==> config.mk <==
export PLATFORM = sky130hd
export DESIGN_NAME = rs_multi
export DESIGN_NICKNAME = d
export VERILOG_FILES = /design/src/rtl/rs_multi.sv
export SDC_FILE = /design/constraint.sdc
export NUM_CORES = 2
export LEC_CHECK = 0
export CELL_PAD_IN_SITES_DETAIL_PLACEMENT = 1
export CELL_PAD_IN_SITES_GLOBAL_PLACEMENT = 2
export CORE_MARGIN = 2
export CORE_UTILIZATION = 38
export CTS_CLUSTER_SIZE = 20
export DETAILED_ROUTE_END_ITERATION = 12
export PLACE_DENSITY = 0.8
export SLEW_MARGIN = 15
export SYNTH_ARGS = -nofsm -noshare
export SYNTH_HDL_FRONTEND = slang
export SYNTH_SLANG_ARGS = --single-unit
==> constraint.sdc <==
create_clock -name clk -period 3.7 [get_ports clk]
set_clock_uncertainty 0.05 [all_clocks]
set_input_delay 0.555 -clock clk [delete_from_list [all_inputs] [get_ports clk]]
set_output_delay 0.555 -clock clk [all_outputs]
set_load 0.01 [all_outputs]
==> src/rtl/rs_multi.sv <==
`default_nettype none
// =============================================================================
// Module   : rs_multi
// Brief    : Reservation station with NUM_CDB wakeup channels and a valid/ready
//            issue register. Macro RS_OLDEST_FIRST_EN selects ROB-age ordering,
//            otherwise the lowest-index ready entry issues.
// Revision : 1.0  initial release
// =============================================================================
module rs_multi #(
    parameter int DEPTH   = 8,
    parameter int XLEN    = 32,
    parameter int ID_W    = 4,
    parameter int OP_W    = 6,
    parameter int NUM_CDB = 2
) (
    input  logic                        clk,
    input  logic                        rst,
    input  logic                        rdy,
    input  logic                        flush,
    input  logic                        disp_valid,
    output logic                        disp_ready,
    input  logic [OP_W-1:0]             disp_op,
    input  logic [ID_W-1:0]             disp_id,
    input  logic                        disp_q1_pend,
    input  logic                        disp_q2_pend,
    input  logic [ID_W-1:0]             disp_q1,
    input  logic [ID_W-1:0]             disp_q2,
    input  logic [XLEN-1:0]             disp_v1,
    input  logic [XLEN-1:0]             disp_v2,
    input  logic [NUM_CDB-1:0]          cdb_valid,
    input  logic [NUM_CDB*ID_W-1:0]     cdb_id,
    input  logic [NUM_CDB*XLEN-1:0]     cdb_data,
    input  logic [ID_W-1:0]             rob_head,
    output logic                        iss_valid,
    input  logic                        iss_ready,
    output logic [OP_W-1:0]             iss_op,
    output logic [XLEN-1:0]             iss_v1,
    output logic [XLEN-1:0]             iss_v2,
    output logic [ID_W-1:0]             iss_id,
    output logic [$clog2(DEPTH+1)-1:0]  count
);
    localparam int c_cnt_w = $clog2(DEPTH + 1);
    localparam int c_idx_w = $clog2(DEPTH);
    localparam logic [c_cnt_w-1:0] c_full = c_cnt_w'(DEPTH);

    logic              r_busy [DEPTH];
    logic [OP_W-1:0]   r_op   [DEPTH];
    logic [ID_W-1:0]   r_id   [DEPTH];
    logic              r_p1   [DEPTH];
    logic              r_p2   [DEPTH];
    logic [ID_W-1:0]   r_q1   [DEPTH];
    logic [ID_W-1:0]   r_q2   [DEPTH];
    logic [XLEN-1:0]   r_v1   [DEPTH];
    logic [XLEN-1:0]   r_v2   [DEPTH];
    logic              r_iss_valid;
    logic [OP_W-1:0]   r_iss_op;
    logic [XLEN-1:0]   r_iss_v1;
    logic [XLEN-1:0]   r_iss_v2;
    logic [ID_W-1:0]   r_iss_id;
    logic [c_cnt_w-1:0] r_count;

    logic [XLEN:0]        w_s1 [DEPTH];
    logic [XLEN:0]        w_s2 [DEPTH];
    logic [XLEN:0]        w_d1;
    logic [XLEN:0]        w_d2;
    logic [DEPTH-1:0]     w_elig;
    logic [c_idx_w-1:0]   w_free;
    logic [c_idx_w-1:0]   w_sel;
    logic                 w_any_elig;
    logic                 w_load;
    logic                 w_issue;
    logic                 w_disp;

    // Returns {hit, data}; the descending scan lets the lowest channel win.
    function automatic logic [XLEN:0] f_snoop(
        input logic [ID_W-1:0]         q,
        input logic [NUM_CDB-1:0]      v,
        input logic [NUM_CDB*ID_W-1:0] ids,
        input logic [NUM_CDB*XLEN-1:0] data
    );
        logic [XLEN:0] res;
        res = '0;
        for (int k = NUM_CDB - 1; k >= 0; k--) begin
            if (v[k] && (ids[k*ID_W +: ID_W] == q)) res = {1'b1, data[k*XLEN +: XLEN]};
        end
        return res;
    endfunction

    always_comb begin
        w_free = '0;
        for (int i = DEPTH - 1; i >= 0; i--) begin
            w_elig[i] = r_busy[i] && !r_p1[i] && !r_p2[i];
            w_s1[i]   = f_snoop(r_q1[i], cdb_valid, cdb_id, cdb_data);
            w_s2[i]   = f_snoop(r_q2[i], cdb_valid, cdb_id, cdb_data);
            if (!r_busy[i]) w_free = c_idx_w'(i);
        end
        w_d1 = f_snoop(disp_q1, cdb_valid, cdb_id, cdb_data);
        w_d2 = f_snoop(disp_q2, cdb_valid, cdb_id, cdb_data);
    end

`ifdef RS_OLDEST_FIRST_EN
    logic [ID_W-1:0] w_age [DEPTH];
    logic [ID_W-1:0] w_best;

    // Age is distance from the ROB head, so wrapped ids still order correctly.
    always_comb begin
        w_any_elig = 1'b0;
        w_sel      = '0;
        w_best     = '0;
        for (int i = 0; i < DEPTH; i++) begin
            w_age[i] = r_id[i] - rob_head;
            if (w_elig[i] && (!w_any_elig || (w_age[i] < w_best))) begin
                w_any_elig = 1'b1;
                w_sel      = c_idx_w'(i);
                w_best     = w_age[i];
            end
        end
    end
`else
    logic w_unused_head;
    assign w_unused_head = ^rob_head;

    always_comb begin
        w_any_elig = |w_elig;
        w_sel      = '0;
        for (int i = DEPTH - 1; i >= 0; i--) begin
            if (w_elig[i]) w_sel = c_idx_w'(i);
        end
    end
`endif

    assign disp_ready = (r_count != c_full);
    assign w_load     = !r_iss_valid || iss_ready;
    assign w_issue    = w_load && w_any_elig;
    assign w_disp     = disp_valid && disp_ready;

    assign iss_valid = r_iss_valid;
    assign iss_op    = r_iss_op;
    assign iss_v1    = r_iss_v1;
    assign iss_v2    = r_iss_v2;
    assign iss_id    = r_iss_id;
    assign count     = r_count;

    always_ff @(posedge clk or negedge rst) begin
        if (!rst) begin
            for (int i = 0; i < DEPTH; i++) begin
                r_busy[i] <= 1'b0;
                r_op[i]   <= '0;
                r_id[i]   <= '0;
                r_p1[i]   <= 1'b0;
                r_p2[i]   <= 1'b0;
                r_q1[i]   <= '0;
                r_q2[i]   <= '0;
                r_v1[i]   <= '0;
                r_v2[i]   <= '0;
            end
            r_iss_valid <= 1'b0;
            r_iss_op    <= '0;
            r_iss_v1    <= '0;
            r_iss_v2    <= '0;
            r_iss_id    <= '0;
            r_count     <= '0;
        end else if (rdy) begin
            if (flush) begin
                for (int i = 0; i < DEPTH; i++) r_busy[i] <= 1'b0;
                r_iss_valid <= 1'b0;
                r_count     <= '0;
            end else begin
                for (int i = 0; i < DEPTH; i++) begin
                    if (r_busy[i] && r_p1[i] && w_s1[i][XLEN]) begin
                        r_p1[i] <= 1'b0;
                        r_v1[i] <= w_s1[i][XLEN-1:0];
                    end
                    if (r_busy[i] && r_p2[i] && w_s2[i][XLEN]) begin
                        r_p2[i] <= 1'b0;
                        r_v2[i] <= w_s2[i][XLEN-1:0];
                    end
                end

                if (w_issue) begin
                    r_busy[w_sel] <= 1'b0;
                    r_iss_valid   <= 1'b1;
                    r_iss_op      <= r_op[w_sel];
                    r_iss_v1      <= r_v1[w_sel];
                    r_iss_v2      <= r_v2[w_sel];
                    r_iss_id      <= r_id[w_sel];
                end else if (w_load) begin
                    r_iss_valid <= 1'b0;
                end

                // The free slot comes from registered busy bits, so it never aliases the issuing slot.
                if (w_disp) begin
                    r_busy[w_free] <= 1'b1;
                    r_op[w_free]   <= disp_op;
                    r_id[w_free]   <= disp_id;
                    r_q1[w_free]   <= disp_q1;
                    r_q2[w_free]   <= disp_q2;
                    r_p1[w_free]   <= disp_q1_pend && !w_d1[XLEN];
                    r_p2[w_free]   <= disp_q2_pend && !w_d2[XLEN];
                    r_v1[w_free]   <= (disp_q1_pend && w_d1[XLEN]) ? w_d1[XLEN-1:0] : disp_v1;
                    r_v2[w_free]   <= (disp_q2_pend && w_d2[XLEN]) ? w_d2[XLEN-1:0] : disp_v2;
                end

                case ({w_disp, w_issue})
                    2'b10:   r_count <= r_count + 1'b1;
                    2'b01:   r_count <= r_count - 1'b1;
                    default: r_count <= r_count;
                endcase
            end
        end
    end
endmodule
`default_nettype wire
**After elaboration in Yosys (flattened, before gate mapping)**

Index checks and enable logic that the tools add are counted.

- Flip-flop bits (word level): 759
- Output and inout port bits: 80

- Bitwise logic cells: 6
- Add/subtract/negate cells: 2
- Mux-type cells: 194
- Eq/ne operators: 39
- Reductions and logical operators: 120
- Magnitude comparators: 4

Operator list:

| cell | count |
|---|---|
| 32-bit two-way mux | 55 |
| 33-bit two-way mux | 36 |
| 256-bit bitwise mux | 2 |
| 256-bit two-way mux | 2 |
| 32-bit binary-select mux with 3-bit select | 2 |
| 4-bit equality test | 36 |
| 32-bit bitwise mux | 3 |
| 32-bit demux with 3-bit select | 1 |
| 1-bit logical AND | 92 |
| 8-bit two-way mux | 7 |
| 1-bit two-way mux | 53 |
| 48-bit bitwise mux | 1 |
| 3-bit two-way mux | 16 |
| 1-bit logical NOT | 19 |
| 6-bit binary-select mux with 3-bit select | 1 |
| 6-bit demux with 3-bit select | 1 |
| 6-bit two-way mux | 3 |
| 8-bit bitwise mux | 2 |
| 4-bit two-way mux | 4 |
| 4-bit binary-select mux with 3-bit select | 1 |
| 4-bit demux with 3-bit select | 1 |
| 8-bit bitwise AND | 1 |
| 4-bit greater-or-equal comparator, second input constant | 2 |
| 4-bit by 1-bit less-than comparator with 1-bit output, second input constant | 2 |
| 16 further kinds | 22 |

**Depth between registers and ports, before layout**

- Word-level depth: 24
- Mapped depth: 13

**Worst setup path before layout**

No wires, ideal clock.

- Kind: reg2reg
- Start point: register r_busy[6] in the netlist's numbering
- End point: register r_count[3], in the netlist count[3]
- Cell stages (with the launch flop): 14
- Arrival: 2.595 ns
- Path buffers: 2
- Setup slack: 0.926 ns
- Setup time: 0.129 ns
- Path through: dfrtp_1 buf_4 or3b_1 and2_1 buf_2 a31oi_2 and2_1 ha_1 a21o_1 a21oi_1 nor2_1 mux2i_1 mux2i_1 o2bb2ai_1

- Word-level cells in the longest chain between the ends: 7
- Elaborated cells between the ends (all ways): 10

Ends and longest elaborated chain:

| item | RTL line | text |
|---|---|---|
| start: declaration | 46 | `logic r_busy [DEPTH];` |
| start signal: indexed assignment | 147 | `r_busy[i] <= 1'b0;` |
| start signal: indexed assignment | 181 | `r_busy[w_sel] <= 1'b0;` |
| start signal: indexed assignment | 193 | `r_busy[w_free] <= 1'b1;` |
| 1-bit logical AND (*) (2 in series) | 92 | `w_elig[i] = r_busy[i] && !r_p1[i] && !r_p2[i];` |
| 8-bit OR reduction (*) | 124 | `w_any_elig = \|w_elig;` |
| 1-bit logical AND (*) | 134 | `assign w_issue = w_load && w_any_elig;` |
| 2-bit by 1-bit equality test with 1-bit output or 2-bit equality test (tied branches) | 204 | `case ({w_disp, w_issue})` |
| 4-bit one-hot mux with 2 select lines or 3-bit nonzero test (tied branches) | n/a |  |
| 4-bit two-way mux or 2-bit AND reduction (tied branches) | n/a |  |
| end signal: assignment | 205 | `2'b10: r_count <= r_count + 1'b1;` |
| end signal: assignment | 206 | `2'b01: r_count <= r_count - 1'b1;` |
| end signal: assignment | 207 | `default: r_count <= r_count;` |
| end: declaration | 60 | `logic [c_cnt_w-1:0] r_count;` |

Mark *: on every way between the ends. The rest lies on a longest branch, timed or not.
A chain may end at the register's enable or synchronous reset.

**Worst setup path in the final report**

- Start point: register r_busy[4] in the netlist's numbering
- End point: register r_iss_v1[0], in the netlist iss_v1[0]

- Word-level cells in the longest chain between the ends: 10
- Elaborated cells between the ends (all ways): 13

Ends and longest elaborated chain:

| item | RTL line | text |
|---|---|---|
| 1-bit logical AND (*) (2 in series) | 92 |  |
| 3-bit two-way mux (4 in series) | 127 | `if (w_elig[i]) w_sel = c_idx_w'(i);` |
| 3-bit NOT with 4-bit output (not written as such) | 184 | `r_iss_v1 <= r_v1[w_sel];` |
| 32-bit binary-select mux with 3-bit select | 184 |  |
| 32-bit two-way mux (not written as such) (2 in series) | 184 |  |
| end signal: assignment | 184 |  |
| end: declaration | 57 | `logic [XLEN-1:0] r_iss_v1;` |

Mark *: on every way between the ends. The rest lies on a longest branch, timed or not. The select of a mux whose other input is x is not followed.

==> results.cfg <==
[layout]
final_layout_size_suffix_gt1_frac = 0.166
layout_common_cells = dfrtp_1 (759), nand2_1 (632), a21oi_1 (403)
stdcell_count = 6753
final-seq-area_um2 = 19000
layout_commonest_cell = dfrtp_1
nets = 5239
fillers = 13300
multi_input_area_um2 = 24100
area_growth_pct = 19.6

[grt]
antenna_found_initial = 6
grt_pass1_vias = 49900
grt_overflow = 0
grt.total_usage = 0.398
grt_max_degree = 94
grt_pass1_wl_um = 356000

[timing]
finalSetupViolations = 0
period_minus_slack_ps = 3240
hold_violations = 0
timing.setup.tns_ps = 0
finalCritPeriodShare = 0.877
relSlewSlack = 0.194
worst_pin_slew_ps = 1210
rsz0062_at_grt = no
finalMaxSlewViolations = 0
fmax_mhz = 308

[power_and_ir_drop]
clockPowerShare = 0.352
ir_drop_mv = 0.366
switching_share = 0.326
power_frac_seq = 0.389
internal_power_mw = 19.2
p_leak_nw = 21.3
powerDensity_nw_per_um2 = 524
switching_power_mw = 9.28
p_comb_frac = 0.259

[floorplan]
coreArea_um2 = 118000
num_rows = 126
die_height_um = 350
pin_count = 248
die_x_um = 350
initial_utilization = 0.384
die_area_um2 = 122000

[yosys]
synth_area_um2 = 45500
ys_seq_elements = 759
ys_seq_area_frac = 0.418
synth-edff-count = 0
synth_fp_nets = 5238
ys_async_sr_fraction = 1.00
synth_cells = 5067
yosys.area.top_type = dfrtp_1
synth.area.top_cells = dfrtp_1 (42%), a221o_1 (8.5%), nand2_1 (5.2%)
post_synth.cell_area_avg_um2 = 8.97
synth_flop_cell = dfrtp_1
yosys_warnings = 0
yosysTopAreaCellShare = 0.418
synthDistinctLibCells = 74

[setup_path]
path_buf_inv = 1
cp.arrival_ps = 3810
rr_startpoint = r_busy[4]
crit_path_start_kind = register
endpoint = iss_v1[0]
crit_type = register to register
critPathSlowestCell = buf_4
cp_max_fo = 68
cpMostUsedCell = o21ai_0
r2r_end = iss_v1[0]
path_depth = 7
startpoint = r_busy[4]
r2r_slack_ps = 460
worst_setup_path_end_kind = register
rr_worst_depth = 7
cp_cell_sequence = nor3b_4 -> buf_4 -> o21ai_0 -> o21ai_0 -> a222oi_1 -> mux2_2 -> o21ai_0
critPathMaxStageDelay_ps = 970
path_delay_family = buffers and inverters
required_ps = 4270

[clock_tree]
htree_levels = 3
numCtsBuffers = 94
cts.sinks = 759
clk_pin_slew_ps = 60
cts-root-buf = clkbuf_16
cts_tree = done
cts.path.max_buffers = 3
insertion_delay_ps = 730
cts-resized-gates = 0

[routing]
drt-total-wl_um = 249000
vias = 49200
drt_iter0_drc = 6920
drcViolationCount = 1
ant_nets = 0
met1_length_um = 95200
wl_per_cell_um = 36.9
dr_wl_met3_um = 30400
top_layer = met5
vias_per_cell = 7.28
met2WireLength_um = 108000
firstDrtPassIters = 8

[placement]
dp_hpwl_um = 144000
place_inst = 6571
routabilityCongestion = 0.911
port_buffers = 243

[run_status]
status = finished with violations
violations = DRC

[job]
drv_cap = 0

[min_path]
min_path_type = register to register
-- logic make-up (layout without fill, tap and decap cells) --
| group | count (synthesis) | after routing | share of synthesized area |
|---|---|---|---|
| compound gates | 1776 | 1776 | 0.286 |
| other cells | 0 | 6 | 0 |
| xor+xnor | 146 | 146 | 0.0281 |
| flops | 759 | 759 | 0.418 |
| fa+ha+maj | 3 | 3 | 0.000990 |
| simple gates | 1482 | 1482 | 0.154 |
| mux | 207 | 207 | 0.0511 |
| buf+inv | 694 | 774 | 0.0621 |
-- area by class of cell --
type	instances	area share
inverters	30	0.00207
repair buffers	569	0.107
well taps	1600	0.0368
clock buffers	145	0.0530
flip-flops and latches	759	0.349
clock inverters	30	0.00755
diodes	6	0.000276
multi-input cells	3614	0.444
-- cells in the mapped netlist, drive strengths merged (29+ instances only) --
cell / instances
a221oi: 29
nor3b: 29
o2bb2ai: 31
xnor2: 46
o21ai: 412
nand4b: 40
buf: 176
dfrtp: 759
or3: 35
o32ai: 32
o221a: 64
o31ai: 67
nand3: 413
nor2: 192
clkbuf: 488
a222oi: 117
a21oi: 403
a221o: 384
a31oi: 29
xor2: 100
nand4: 31
nand2: 635
a211oi: 98
inv: 29
mux2: 200
-- tightest hold or removal path, cell delays in order, from the launching register on --
cell and delay, ps:
dfrtp_1 340, nand2_1 50, nand2_1 50
-- how the worst min path moves through the flow --
stage               end  cells past startpoint  startpoint  slack [ps]
3_3_place_gp   r_op[14]                      2    r_op[14]         400
2_1_floorplan  count[0]                      0         rst         210
4_1_cts        r_id[11]                      2    r_id[11]         420
6_report       r_id[16]                      2    r_id[16]         420
5_1_grt        r_id[16]                      2    r_id[16]         440
3_5_place_dp   r_id[11]                      2    r_id[11]         410
-- through the flow --
step	utilization	total power, mW	hold slack [ps]	cell area (um^2)	setup slack, ps
6_report	0.459	28.5	420	54400	457
5_1_grt	0.459	29.4	436	54400	432
4_1_cts	0.459	28.3	421	54400	629
3_5_place_dp	0.431	18.3	407	51100	117
3_3_place_gp	0.431	18.1	405	51100	211
2_1_floorplan	-	14.8	209	45500	926
-- state kept, by name, indices dropped and copies added (netlist names), 32 cells and up --
| register | count |
|---|---|
| r_q1 | 32 |
| r_id | 32 |
| r_v2 | 256 |
| iss_v1 | 32 |
| iss_v2 | 32 |
| r_v1 | 256 |
| r_q2 | 32 |
| r_op | 48 |
-- timing repair --
action                    in CTS  in global routing
buffers inserted               0                  0
hold endpoints to repair      58                  0
hold buffers                   1                  0
-- per-layer routing --
layer  vias up  global-route usage
met4         8               0.224
met5         -             0.00746
met1     25200               0.504
li1      19200                   -
met2      3700               0.599
met3       989               0.123
-- power groups by stage --
stage	Clock, mW	Sequential [mW]	Combinational [mW]
after global placement	0	11.1	7.01
after floorplan	0	11.0	3.80
after detailed placement	0	11.2	7.19
final	10.0	11.1	7.37
after global routing	10.4	11.2	7.78
after CTS	10.0	11.0	7.24
No activity file was read; power rests on OpenSTA's default activity.
